**src/rtl/adrv9001_rx_axis_packer.sv**
```systemverilog
// adrv9001_rx_axis_packer
// Packs aligned 16-bit I/Q sample pairs into 32-bit AXI4-Stream beats.
// Beats go through a first-word-fall-through FIFO. tlast is set on every
// FRAME_LEN-th sample. A sticky flag records samples dropped while the FIFO is full.

module adrv9001_rx_axis_packer #(
    parameter int FIFO_DEPTH = 16,   // power of 2, >= 4
    parameter int FRAME_LEN  = 1024, // samples per frame, 1..65536
    parameter int SWAP_IQ    = 0     // 0: {q,i}  1: {i,q}
) (
    input  logic                          clk,
    input  logic                          rstn,
    input  logic                          enable,
    input  logic [15:0]                   i_in,
    input  logic [15:0]                   q_in,
    input  logic                          valid_in,
    output logic [31:0]                   m_axis_tdata,
    output logic                          m_axis_tvalid,
    input  logic                          m_axis_tready,
    output logic                          m_axis_tlast,
    output logic                          overflow,
    input  logic                          overflow_clr,
    output logic [$clog2(FIFO_DEPTH):0]   fill_level
);

    localparam int AW = $clog2(FIFO_DEPTH);
    localparam int CW = (FRAME_LEN > 1) ? $clog2(FRAME_LEN) : 1;
    localparam logic [CW-1:0] CNT_LAST = CW'(FRAME_LEN - 1);

    typedef enum logic [1:0] {
        S_IDLE   = 2'd0,
        S_RUN    = 2'd1,
        S_FINISH = 2'd2
    } state_t;

    state_t         r_state;
    state_t         w_state_next;

    logic [32:0]    r_mem [FIFO_DEPTH];
    logic [AW:0]    r_wr_ptr;
    logic [AW:0]    r_rd_ptr;
    logic [AW:0]    r_fill;
    logic [CW-1:0]  r_cnt;
    logic [CW-1:0]  w_cnt_next;
    logic           r_overflow;

    logic           w_empty;
    logic           w_full;
    logic           w_write_req;
    logic           w_push;
    logic           w_pop;
    logic           w_drop;
    logic           w_last;
    logic [31:0]    w_pair;
    logic [32:0]    w_head;

    // The extra pointer MSB separates full (MSBs differ) from empty (MSBs equal).
    assign w_empty     = (r_wr_ptr == r_rd_ptr);
    assign w_full      = (r_wr_ptr[AW] != r_rd_ptr[AW]) &&
                         (r_wr_ptr[AW-1:0] == r_rd_ptr[AW-1:0]);

    // Full is sampled before the same-cycle pop, so a pop never rescues a write at full.
    assign w_write_req = valid_in && (r_state != S_IDLE);
    assign w_push      = w_write_req && !w_full;
    assign w_drop      = w_write_req && w_full;
    assign w_pop       = !w_empty && m_axis_tready;
    assign w_last      = (r_cnt == CNT_LAST);

    assign w_pair      = (SWAP_IQ != 0) ? {i_in, q_in} : {q_in, i_in};

    // Sample counter value after this cycle's write (if any)
    always_comb begin
        // NOTE: every variable assigned in always_comb gets a default first, so no latch is inferred.
        w_cnt_next = r_cnt;
        if (w_push) begin
            w_cnt_next = w_last ? '0 : r_cnt + CW'(1);
        end
    end

    // Write-side FSM next state; the decisions use the post-write count so a frame is never cut short
    always_comb begin
        w_state_next = r_state;
        case (r_state)
            S_IDLE: begin
                if (enable) w_state_next = S_RUN;
            end
            S_RUN: begin
                if (!enable) w_state_next = (w_cnt_next != '0) ? S_FINISH : S_IDLE;
            end
            S_FINISH: begin
                if (enable)                w_state_next = S_RUN;
                else if (w_push && w_last) w_state_next = S_IDLE;
            end
            default: w_state_next = S_IDLE;
        endcase
    end

    // State register and frame sample counter
    always_ff @(posedge clk or negedge rstn) begin
        // NOTE: sequential state uses non-blocking assignments so every flop samples pre-edge values.
        if (!rstn) begin
            r_state <= S_IDLE;
            r_cnt   <= '0;
        end else begin
            r_state <= w_state_next;
            r_cnt   <= w_cnt_next;
        end
    end

    // FIFO storage for {last, data}
    always_ff @(posedge clk) begin
        // NOTE: the storage array has no reset; the outputs are gated by tvalid, so stale entries are never visible.
        if (w_push) begin
            r_mem[r_wr_ptr[AW-1:0]] <= {w_last, w_pair};
        end
    end

    // FIFO pointers and registered occupancy
    always_ff @(posedge clk or negedge rstn) begin
        if (!rstn) begin
            r_wr_ptr <= '0;
            r_rd_ptr <= '0;
            r_fill   <= '0;
        end else begin
            if (w_push) r_wr_ptr <= r_wr_ptr + (AW+1)'(1);
            if (w_pop)  r_rd_ptr <= r_rd_ptr + (AW+1)'(1);
            case ({w_push, w_pop})
                2'b10:   r_fill <= r_fill + (AW+1)'(1);
                2'b01:   r_fill <= r_fill - (AW+1)'(1);
                default: r_fill <= r_fill;
            endcase
        end
    end

    // Sticky overflow; a drop in the same cycle as a clear takes priority
    always_ff @(posedge clk or negedge rstn) begin
        if (!rstn) begin
            r_overflow <= 1'b0;
        end else if (w_drop) begin
            r_overflow <= 1'b1;
        end else if (overflow_clr) begin
            r_overflow <= 1'b0;
        end
    end

    // The FWFT head is read straight from storage; tvalid comes only from registered pointers
    assign w_head        = r_mem[r_rd_ptr[AW-1:0]];
    assign m_axis_tvalid = !w_empty;
    assign m_axis_tdata  = m_axis_tvalid ? w_head[31:0] : 32'd0;
    assign m_axis_tlast  = m_axis_tvalid ? w_head[32]   : 1'b0;
    assign overflow      = r_overflow;
    assign fill_level    = r_fill;

endmodule

```
**config.mk**
```make
export PLATFORM = sky130hd
export DESIGN_NAME = adrv9001_rx_axis_packer
export DESIGN_NICKNAME = d
export VERILOG_FILES = /design/src/rtl/adrv9001_rx_axis_packer.sv
export SDC_FILE = /design/constraint.sdc
export NUM_CORES = 1
export LEC_CHECK = 0
export BUFFER_PORTS_ARGS = -buffer_cell sky130_fd_sc_hd__clkbuf_2
export CAP_MARGIN = 25
export CORE_MARGIN = 1.5
export CORE_UTILIZATION = 45
export DETAILED_ROUTE_END_ITERATION = 8
export RECOVER_POWER = 25
export SETUP_SLACK_MARGIN = 0.5
export SYNTH_ARGS = -nofsm -noshare
export SYNTH_HDL_FRONTEND = slang
export SYNTH_SLANG_ARGS = --single-unit
export TNS_END_PERCENT = 50
```
**constraint.sdc**
```tcl
create_clock -name clk -period 12.3 [get_ports clk]
set_input_delay 1.23 -clock clk [delete_from_list [all_inputs] [get_ports clk]]
set_output_delay 1.23 -clock clk [all_outputs]
set_load 0.1 [all_outputs]
```
==> results.json, run 1 <==
{
  "crit_slowest_cell": "dfrtp_4",
  "grt_max_degree": 110,
  "cp.required_ps": 11070,
  "drv_cap": 0,
  "fp.dieArea_um2": 49640,
  "hold_violations": 0,
  "max_slew_margin_pct": 33.59,
  "cts_buffers": 58,
  "r2r_cells": 13,
  "endpoint_kind": "output port",
  "clock_latency_ps": 620,
  "syn_area_per_cell_um2": 22.89,
  "crit_start": "r_rd_ptr[0]",
  "vdd_drop_max_mv": 0.3287,
  "path_cells": "buf_12 > xnor2_1 > and4_4 > nand2_2 > and2_1 > clkbuf_2",
  "postRouteAntennaNets": 0,
  "synth_cells": 950,
  "path_class": "flop to output port",
  "fp.dieW_um": 222.8,
  "ys_ff_latch": 556,
  "area_growth_pct": 13.60,
  "synthesis.area_um2": 21740,
  "nFillCells": 3734,
  "yosys_warnings": 0,
  "grt_pass1_vias": 10340,
  "synth.top_cell.area_share_pct": 72.92,
  "cts_tree": "yes",
  "finalPower_mw": 6.549,
  "drv_slew": 0,
  "synth.top_cells.by_count": "edfxtp_1 (528), mux4_2 (164), and2_1 (36)",
  "routedWlPerCell_um": 26.50,
  "cts_root_buffer": "clkbuf_16",
  "critPathTopFamily": "simple AND/OR/NAND/NOR gates",
  "synthDistinctLibCells": 48,
  "finalCriticalPeriod_ps": 5343,
  "pin_count": 78,
  "rr_startpoint": "r_rd_ptr[0]",
  "synth_area_leader_cell": "edfxtp_1",
  "finalSetupViolations": 0,
  "syn_nets": 997,
  "startpoint_type": "flop",
  "whs_ps": 471.4,
  "switching_share_pct": 39.43,
  "crit_path_end": "m_axis_tdata[24]",
  "cp_num_cells": 6,
  "outcome": "completed",
  "vias": 9896,
  "dp_slack_ps": 7393,
  "synth_edf_count": 528,
  "fp.dieH_um": 222.8,
  "path_clk_slew_ps": 60,
  "ys_seq_area_share_pct": 76.15,
  "rrSetupSlack_ps": 7430,
  "final_layout_size_suffix_gt1_share_pct": 31.65,
  "htree_num_levels": 2,
  "grt_use_total_pct": 18.97,
  "layout.nets": 1109,
  "place_congestion": 0.7536,
  "drt-initial-drc-count": 903,
  "slowest_delay_ps": 790,
  "core_area_um2": 47750,
  "cp_max_fo": 109,
  "tightest_slew_ps": 996.1,
  "worst-path-buf-inv": 2,
  "dp.final_hpwl_um": 22470,
  "internal_power_mw": 3.966,
  "clock_power_share_pct": 25.4,
  "final_util_pct": 51.73,
  "p_switching_mw": 2.582,
  "post-route-period-util_pct": 43.44,
  "power.leakage_nw": 7.882,
  "grt_pass1_wl_um": 68030,
  "cts_sinks": 556,
  "setup_tns_ps": 0,
  "postCtsHoldBufs": 0,
  "antenna_found_initial": 1,
  "drt_pass1_iterations": 5,
  "gr-total-overflow": 0,
  "via_per_inst": 5.737,
  "start_util_pct": 45.54,
  "yosys_most_used_dff": "edfxtp_1",
  "fmax_mhz": 187.2,
  "ys_top_cells_by_area": "edfxtp_1 (73%), mux4_2 (17%), dfrtp_1 (3.2%)",
  "arrival_ps": 4110,
  "holdPathStages": 1,
  "postCtsSetupBuffers": 0,
  "ctsResizeCount": 0,
  "min_path_type": "flop to flop",
  "finClkSkew_ps": 20.66,
  "combPwrFrac_pct": 38.3,
  "drt-total-wl_um": 45710,
  "drc": 0,
  "power.density_nw_per_um2": 265.1,
  "rsz0062_at_grt": "no",
  "p_seq_share_pct": 36.4,
  "clock_path_buffers": 3,
  "std_cell_rows": 80,
  "worst_r2r_endpoint": "fill_level[4]",
  "setup_ws_ps": 6957,
  "async_flop_share_pct": 5.036,
  "post-synth-top-count-cell": "edfxtp_1",
  "port_buffers": 77
}
-- layout make-up --
type | count | area [um^2] | area share, %
Inverter | 8 | 30.03 | 0.1216
Sequential cell | 556 | 16570 | 67.08
Clock buffer | 67 | 1485 | 6.013
Multi-Input combinational cell | 339 | 4995 | 20.22
Tap cell | 615 | 769.5 | 3.116
Clock inverter | 40 | 312.8 | 1.266
Antenna cell | 1 | 2.502 | 0.01013
Timing Repair Buffer | 99 | 535.5 | 2.168
-- stage by stage --
stage | cell area (um^2) | cells
finish | 24700 | 1725
global route | 24700 | 1724
CTS | 24720 | 1724
detailed placement | 22930 | 1617
global placement | 22930 | 1617
floorplan | 21740 | 950
-- power groups by stage --
| stage | clock (mW) | combinational, mW | sequential, mW |
|---|---|---|---|
| floorplan | 0 | 2.10 | 2.37 |
| global placement | 0 | 2.54 | 2.42 |
| detailed placement | 0 | 2.54 | 2.43 |
| CTS | 1.70 | 2.55 | 2.39 |
| global route | 1.77 | 2.63 | 2.41 |
| finish | 1.66 | 2.51 | 2.38 |
-- worst min path at each step --
stage                  start            end  slack (ps)
2_1_floorplan       r_cnt[4]       r_cnt[4]         480
6_report       fill_level[4]  fill_level[4]         470
4_1_cts        fill_level[4]  fill_level[4]         480
3_3_place_gp   fill_level[4]  fill_level[4]         460
3_5_place_dp   fill_level[4]  fill_level[4]         470
5_1_grt        fill_level[4]  fill_level[4]         500
-- cell usage in the layout, fill, tap and decap left out, drive strengths merged, types with 10 or more instances in the layout --
master,instances
nand2,16
nor2,17
edfxtp,528
buf,22
clkinv,30
and2,36
dfrtp,28
xor2,10
xnor2,16
clkbuf,144
inv,12
mux4,165
-- sequential cells by signal, summed over array words and instances, names as in the netlist --
register	flops
r_mem	528
r_cnt	10
fill_level	5
r_rd_ptr	5
r_wr_ptr	5
r_state	2
overflow	1
-- kinds of logic (layout without fill, tap and decap cells) --
kind of cell,after synthesis,after routing,synth area share [%]
AO/OA/AOI/OAI,32,32,1.036
XOR/XNOR,26,26,1.047
adder cells (fa/ha/maj),9,9,0.5179
buffers and inverters,55,214,1.398
flip-flops,556,556,76.15
multiplexers,169,169,17.30
other,0,1,0
AND/OR/NAND/NOR,103,103,2.549
-- per-layer routing --
| layer | wire length [um] | share of wire [%] | global-route usage, % |
|---|---|---|---|
| met1 | 20180 | 44 | 27.20 |
| met2 | 22330 | 49 | 30.20 |
| met3 | 2370 | 5.2 | 3.200 |
| met4 | 813 | 1.8 | 5.596 |
| met5 | 11 | 0.024 | 0 |
Power figures use the tool's default switching activity.
==> inputs of run 2 (changes only) <==
==> constraint.sdc (replaced) <==
create_clock -name clk -period 4.5 [get_ports clk]
set_input_delay 0.45 -clock clk [delete_from_list [all_inputs] [get_ports clk]]
set_output_delay 0.45 -clock clk [all_outputs]
set_load 0.1 [all_outputs]
==> run 2 against run 1 <==
First-iteration DRC count is 25% higher. Power grew to 2.8 times the previous value. Combinational power grew to 2.8 times the previous value. Register-to-register slack worse by 6600 ps. Global-route usage is 0.059 points higher. Clock power grew to 2.9 times the previous value. Core utilization is 0.76 points higher. Non-clock buffer count is 10 higher. Critical path depth is 1 lower. Critical path type unchanged. Largest power group unchanged. Highest routed layer unchanged.
==> results.json, run 2 (same netlist as run 1, synthesis figures left out) <==
{
  "grt_pass1_wl_um": 68010,
  "startpoint_type": "flop",
  "multiInputGateArea_um2": 4995,
  "cts_sinks": 556,
  "drt-total-wl_um": 46470,
  "register_area_um2": 16570,
  "gr-total-overflow": 0,
  "path_clk_slew_ps": 60,
  "cts_buffers": 57,
  "drc": 0,
  "postCtsSetupBuffers": 0,
  "dp_slack_ps": 946.1,
  "drv_cap": 0,
  "min_path_type": "input port to flop",
  "postRouteAntennaNets": 0,
  "start_util_pct": 45.54,
  "grt_max_degree": 109,
  "htree_num_levels": 2,
  "final_common_cell": "edfxtp_1",
  "place_congestion": 0.7752,
  "dp.final_hpwl_um": 23090,
  "crit_path_end": "m_axis_tdata[9]",
  "holdPathStages": 3,
  "drt-initial-drc-count": 1128,
  "pin_count": 78,
  "outcome": "completed",
  "arrival_ps": 3390,
  "final_layout_size_suffix_gt1_share_pct": 32.68,
  "via_per_inst": 5.784,
  "worst_r2r_endpoint": "fill_level[4]",
  "grt_pass1_vias": 10300,
  "fp.dieW_um": 222.8,
  "antenna_found_initial": 1,
  "r2r_cells": 12,
  "cp_max_fo": 46,
  "rrSetupSlack_ps": 870,
  "diodes": 0,
  "rr_startpoint": "r_rd_ptr[1]",
  "max_slew_margin_pct": 36.28,
  "vdd_drop_max_mv": 0.8464,
  "core_area_um2": 47750,
  "drv_slew": 0,
  "grt_use_total_pct": 19.03,
  "fp.dieH_um": 222.8,
  "port_buffers": 77,
  "fp.dieArea_um2": 49640,
  "layout_common_cells": "edfxtp_1 (528), mux4_2 (164), clkbuf_16 (60)",
  "finalCriticalPeriod_ps": 3835,
  "setup_ws_ps": 665.0,
  "nFillCells": 3623,
  "cts_root_buffer": "clkbuf_16",
  "clock_path_buffers": 3,
  "endpoint_kind": "output port",
  "area_growth_pct": 15.27,
  "largest_reg_flops": 528,
  "power.leakage_nw": 8.001,
  "vias": 10040,
  "hold_violations": 0,
  "path_class": "flop to output port",
  "clock_latency_ps": 600,
  "rsz0062_at_grt": "no",
  "layout.nets": 1118,
  "tightest_slew_ps": 955.8,
  "finalSetupViolations": 0,
  "setup_tns_ps": 0,
  "cp.required_ps": 4050,
  "std_cell_rows": 80,
  "finClkSkew_ps": 19.11,
  "post-route-period-util_pct": 85.22,
  "cts_tree": "yes",
  "routedWlPerCell_um": 26.78,
  "crit_start": "r_rd_ptr[0]",
  "fmax_mhz": 260.8,
  "drt_pass1_iterations": 6,
  "power.density_nw_per_um2": 730.9
}
run 2: changes by cell type in the layout (fill, tap and decap cells not counted), moves of 2 or more:
cell           delta
clkbuf_16         +2
dlygate4sd3_1     +3
clkinvlp_4        +9
clkinv_2          -6
clkinv_1          -8
inv_8             +2
buf_4             -4
buf_12            +9
inv_6             -3
bufinv_16         +3
run 2: per-layer routing:
layer	GRT usage (%)	vias to the layer above	wire length, um
met4	4.718	2	868
met3	3.438	71	2496
met1	27.56	5425	20640
li1	-	4235	-
met5	0	-	11
met2	30.23	303	22450
run 2: area by class of cell:
class | instances | share of cell area [%]
Sequential cell | 556 | 66.11
Multi-Input combinational cell | 339 | 19.93
Clock buffer | 71 | 6.111
Timing Repair Buffer | 109 | 3.070
Tap cell | 615 | 3.070
Clock inverter | 37 | 1.593
Inverter | 8 | 0.1198
run 2: how the worst min path moves through the flow:
stage,from,endpoint,slack (ps)
detailed placement,fill_level[4],fill_level[4],460
finish,m_axis_tready,r_rd_ptr[2],250
global route,m_axis_tready,r_rd_ptr[2],250
global placement,fill_level[4],fill_level[4],460
CTS,q_in[14],r_mem[13][30],210
floorplan,rstn,fill_level[0],150
run 2: power breakdown:
part           internal, mW  switching [mW]  total, mW
clock network          2.83            1.98       4.81
logic                  2.27            4.86       7.14
registers              6.06           0.320       6.38
run 2: timing repair:
action | 4_1_cts | 5_1_grt
setup endpoints to repair | 2 | 5
cloned | 0 | 1
endpoints found under the hold margin | 30 | 0
resized for setup | 1 | 0
hold buffers | 3 | 0
run 2: critical path, stage by stage (launching register included):
cell and delay, ps:
dfrtp_4 720, buf_12 390, mux4_2 600, mux4_2 490
and2_1 170, clkbuf_2 360
run 2: metrics by stage:
| stage | instance area [um^2] | std cells | hold slack (ps) | utilization, % | power [mW] |
|---|---|---|---|---|---|
| finish | 25060 | 1735 | 247.3 | 52.49 | 18.32 |
| global route | 25060 | 1735 | 245.4 | 52.49 | 18.99 |
| CTS | 25060 | 1734 | 209.9 | 52.49 | 18.50 |
| detailed placement | 23100 | 1623 | 462.1 | 48.37 | 13.67 |
| global placement | 23100 | 1623 | 462.6 | 48.37 | 13.66 |
| floorplan | 21740 | 950 | 154.4 | - | 12.20 |
==> inputs of run 3 (changes only) <==
==> constraint.sdc (replaced) <==
create_clock -name clk -period 3.9 [get_ports clk]
set_input_delay 0.39 -clock clk [delete_from_list [all_inputs] [get_ports clk]]
set_output_delay 0.39 -clock clk [all_outputs]
set_load 0.1 [all_outputs]
==> run 3 against run 2 <==
Critical path type unchanged. Sequential share of layout area decreased by 0.54 points. Clock power grew 8.3%. Routed wire length decreased by 0.49%. Register-to-register slack lost 190 ps. Highest routed layer is now met4. Final area rose by 0.82%. Combinational power increased by 25%. Largest power group unchanged. Via count down 0.26%. Core utilization increased by 0.43 points. Clock-buffer cell count did not move. Sequential power is 14% higher.
==> results.json, run 3 (same netlist as run 1, synthesis figures left out) <==
{
  "drt_pass1_iterations": 5,
  "place_congestion": 0.7421,
  "clock_path_buffers": 3,
  "layout.nets": 1136,
  "tightest_slew_ps": 795.6,
  "core_area_um2": 47750,
  "setup_ws_ps": 524.6,
  "worst-path-buf-inv": 3,
  "start_util_pct": 45.54,
  "cts_root_buffer": "clkbuf_16",
  "via_per_inst": 5.740,
  "drt-total-wl_um": 46240,
  "power.density_nw_per_um2": 846.0,
  "path_class": "flop to output port",
  "rsz0062_at_grt": "yes",
  "startpoint_type": "flop",
  "dp.final_hpwl_um": 23510,
  "postRouteAntennaNets": 0,
  "gr-total-overflow": 0,
  "path_cells": "buf_12 > bufbuf_16 > mux4_2 > mux4_2 > and2_1 > clkbuf_8",
  "wl_met2_um": 22400,
  "post-route-period-util_pct": 86.55,
  "std_cell_rows": 80,
  "vdd_drop_max_mv": 0.6196,
  "drv_cap": 0,
  "pin_count": 78,
  "power.leakage_nw": 8.138,
  "grt_use_total_pct": 19.33,
  "cts_sinks": 556,
  "finalSetupViolations": 0,
  "grt_pass1_wl_um": 69300,
  "grt_max_degree": 46,
  "cts_buffers": 57,
  "port_buffers": 77,
  "final_common_cell": "edfxtp_1",
  "fp.dieArea_um2": 49640,
  "finalCriticalPeriod_ps": 3375,
  "htree_num_levels": 2,
  "drt-initial-drc-count": 1010,
  "fp.dieW_um": 222.8,
  "endpoint_kind": "output port",
  "path_clk_slew_ps": 60,
  "outcome": "completed",
  "grt_pass1_vias": 10470,
  "path_common_cell": "mux4_2",
  "fmax_mhz": 296.3,
  "antenna_found_initial": 0,
  "largest_reg_flops": 528,
  "layout_common_cells": "edfxtp_1 (528), mux4_2 (164), clkbuf_16 (58)",
  "slowest_delay_ps": 520,
  "drc": 0,
  "cp.required_ps": 3510,
  "nFillCells": 3586,
  "dp_slack_ps": 789.4,
  "highest_layer": "met4",
  "hold_violations": 0,
  "cp_max_fo": 17,
  "finClkSkew_ps": 14.76,
  "diodes": 0,
  "arrival_ps": 2990,
  "finalPower_mw": 21.38,
  "final_layout_size_suffix_gt1_share_pct": 32.33,
  "rrSetupSlack_ps": 680,
  "routedWlPerCell_um": 26.51,
  "fp.dieH_um": 222.8,
  "clock_latency_ps": 610,
  "crit_slowest_cell": "mux4_2",
  "max_slew_margin_pct": 46.96,
  "routedLengthMet1_um": 20710,
  "cts_tree": "yes",
  "vias": 10010,
  "drv_slew": 0,
  "dr_wl_met3_um": 2425,
  "min_path_type": "input port to flop",
  "area_growth_pct": 16.22,
  "critPathTopFamily": "multiplexers"
}
run 3: cell count changes in the layout (fill, tap and decap cells not counted), moves of 3 or more:
| cell | change |
|---|---|
| buf_16 | +3 |
| buf_4 | +19 |
| bufbuf_16 | +3 |
| clkinv_1 | +7 |
| clkbuf_4 | +11 |
| clkbuf_8 | +7 |
| clkbuf_2 | -29 |
| clkbuf_1 | +3 |
| clkinvlp_4 | -11 |
run 3: area by class of cell:
class	instances	area, um^2	share of cell area (%)
sequential	556	16570	65.57
multi-input combinational	339	4995	19.77
clock buffer	71	1500	5.937
timing repair buffer	127	1131	4.476
tap	615	769.5	3.045
clock inverter	28	274.0	1.084
inverter	8	30.03	0.1188
run 3: tightest hold or removal path, stage by stage:
cell and delay (ps):
clkbuf_2 100, and3_1 190, xor2_1 70
run 3: layer usage:
layer / track usage (%) / vias up
met2: 30.77 / 288
li1: - / 4269
met3: 3.332 / 58
met1: 28.20 / 5395
met5: 0 / -
met4: 4.411 / 0
run 3: per-stage QoR:
step | util [%] | TNS (ps) | instance area (um^2) | std cells | hold WS [ps]
floorplan | - | -38520 | 21740 | 950 | 94.41
global placement | 48.50 | 0 | 23160 | 1631 | 459.0
detailed placement | 48.50 | 0 | 23160 | 1631 | 467.3
CTS | 52.95 | 0 | 25280 | 1744 | 149.0
global route | 52.92 | 0 | 25270 | 1744 | 178.8
finish | 52.92 | 0 | 25270 | 1744 | 189.8
run 3: what timing repair did:
action | in CTS | in global routing
hold buffers | 3 | 0
setup buffers | 8 | 0
gates resized for setup | 41 | 11
endpoints found under the setup margin | 33 | 33
hold endpoints to repair | 30 | 0
gates cloned | 3 | 0
run 3: worst paths after layout:
kind / cells past startpoint / startpoint / end
setup / recovery: 6 / r_rd_ptr[0] / m_axis_tdata[13]
hold / removal: 3 / m_axis_tready / r_rd_ptr[2]
setup reg to reg: 14 / r_rd_ptr[0] / fill_level[4]
hold reg to reg: 1 / fill_level[4] / fill_level[4]
max in group asynchronous: 2 / rstn / r_rd_ptr[2]
min in group asynchronous: 2 / rstn / r_state[0]
run 3: power breakdown:
| group | internal, mW | switching, mW | total (mW) |
|---|---|---|---|
| clock network | 3.04 | 2.18 | 5.21 |
| registers | 6.99 | 0.256 | 7.25 |
| logic | 3.14 | 5.77 | 8.91 |
| total | 13.2 | 8.20 | 21.4 |
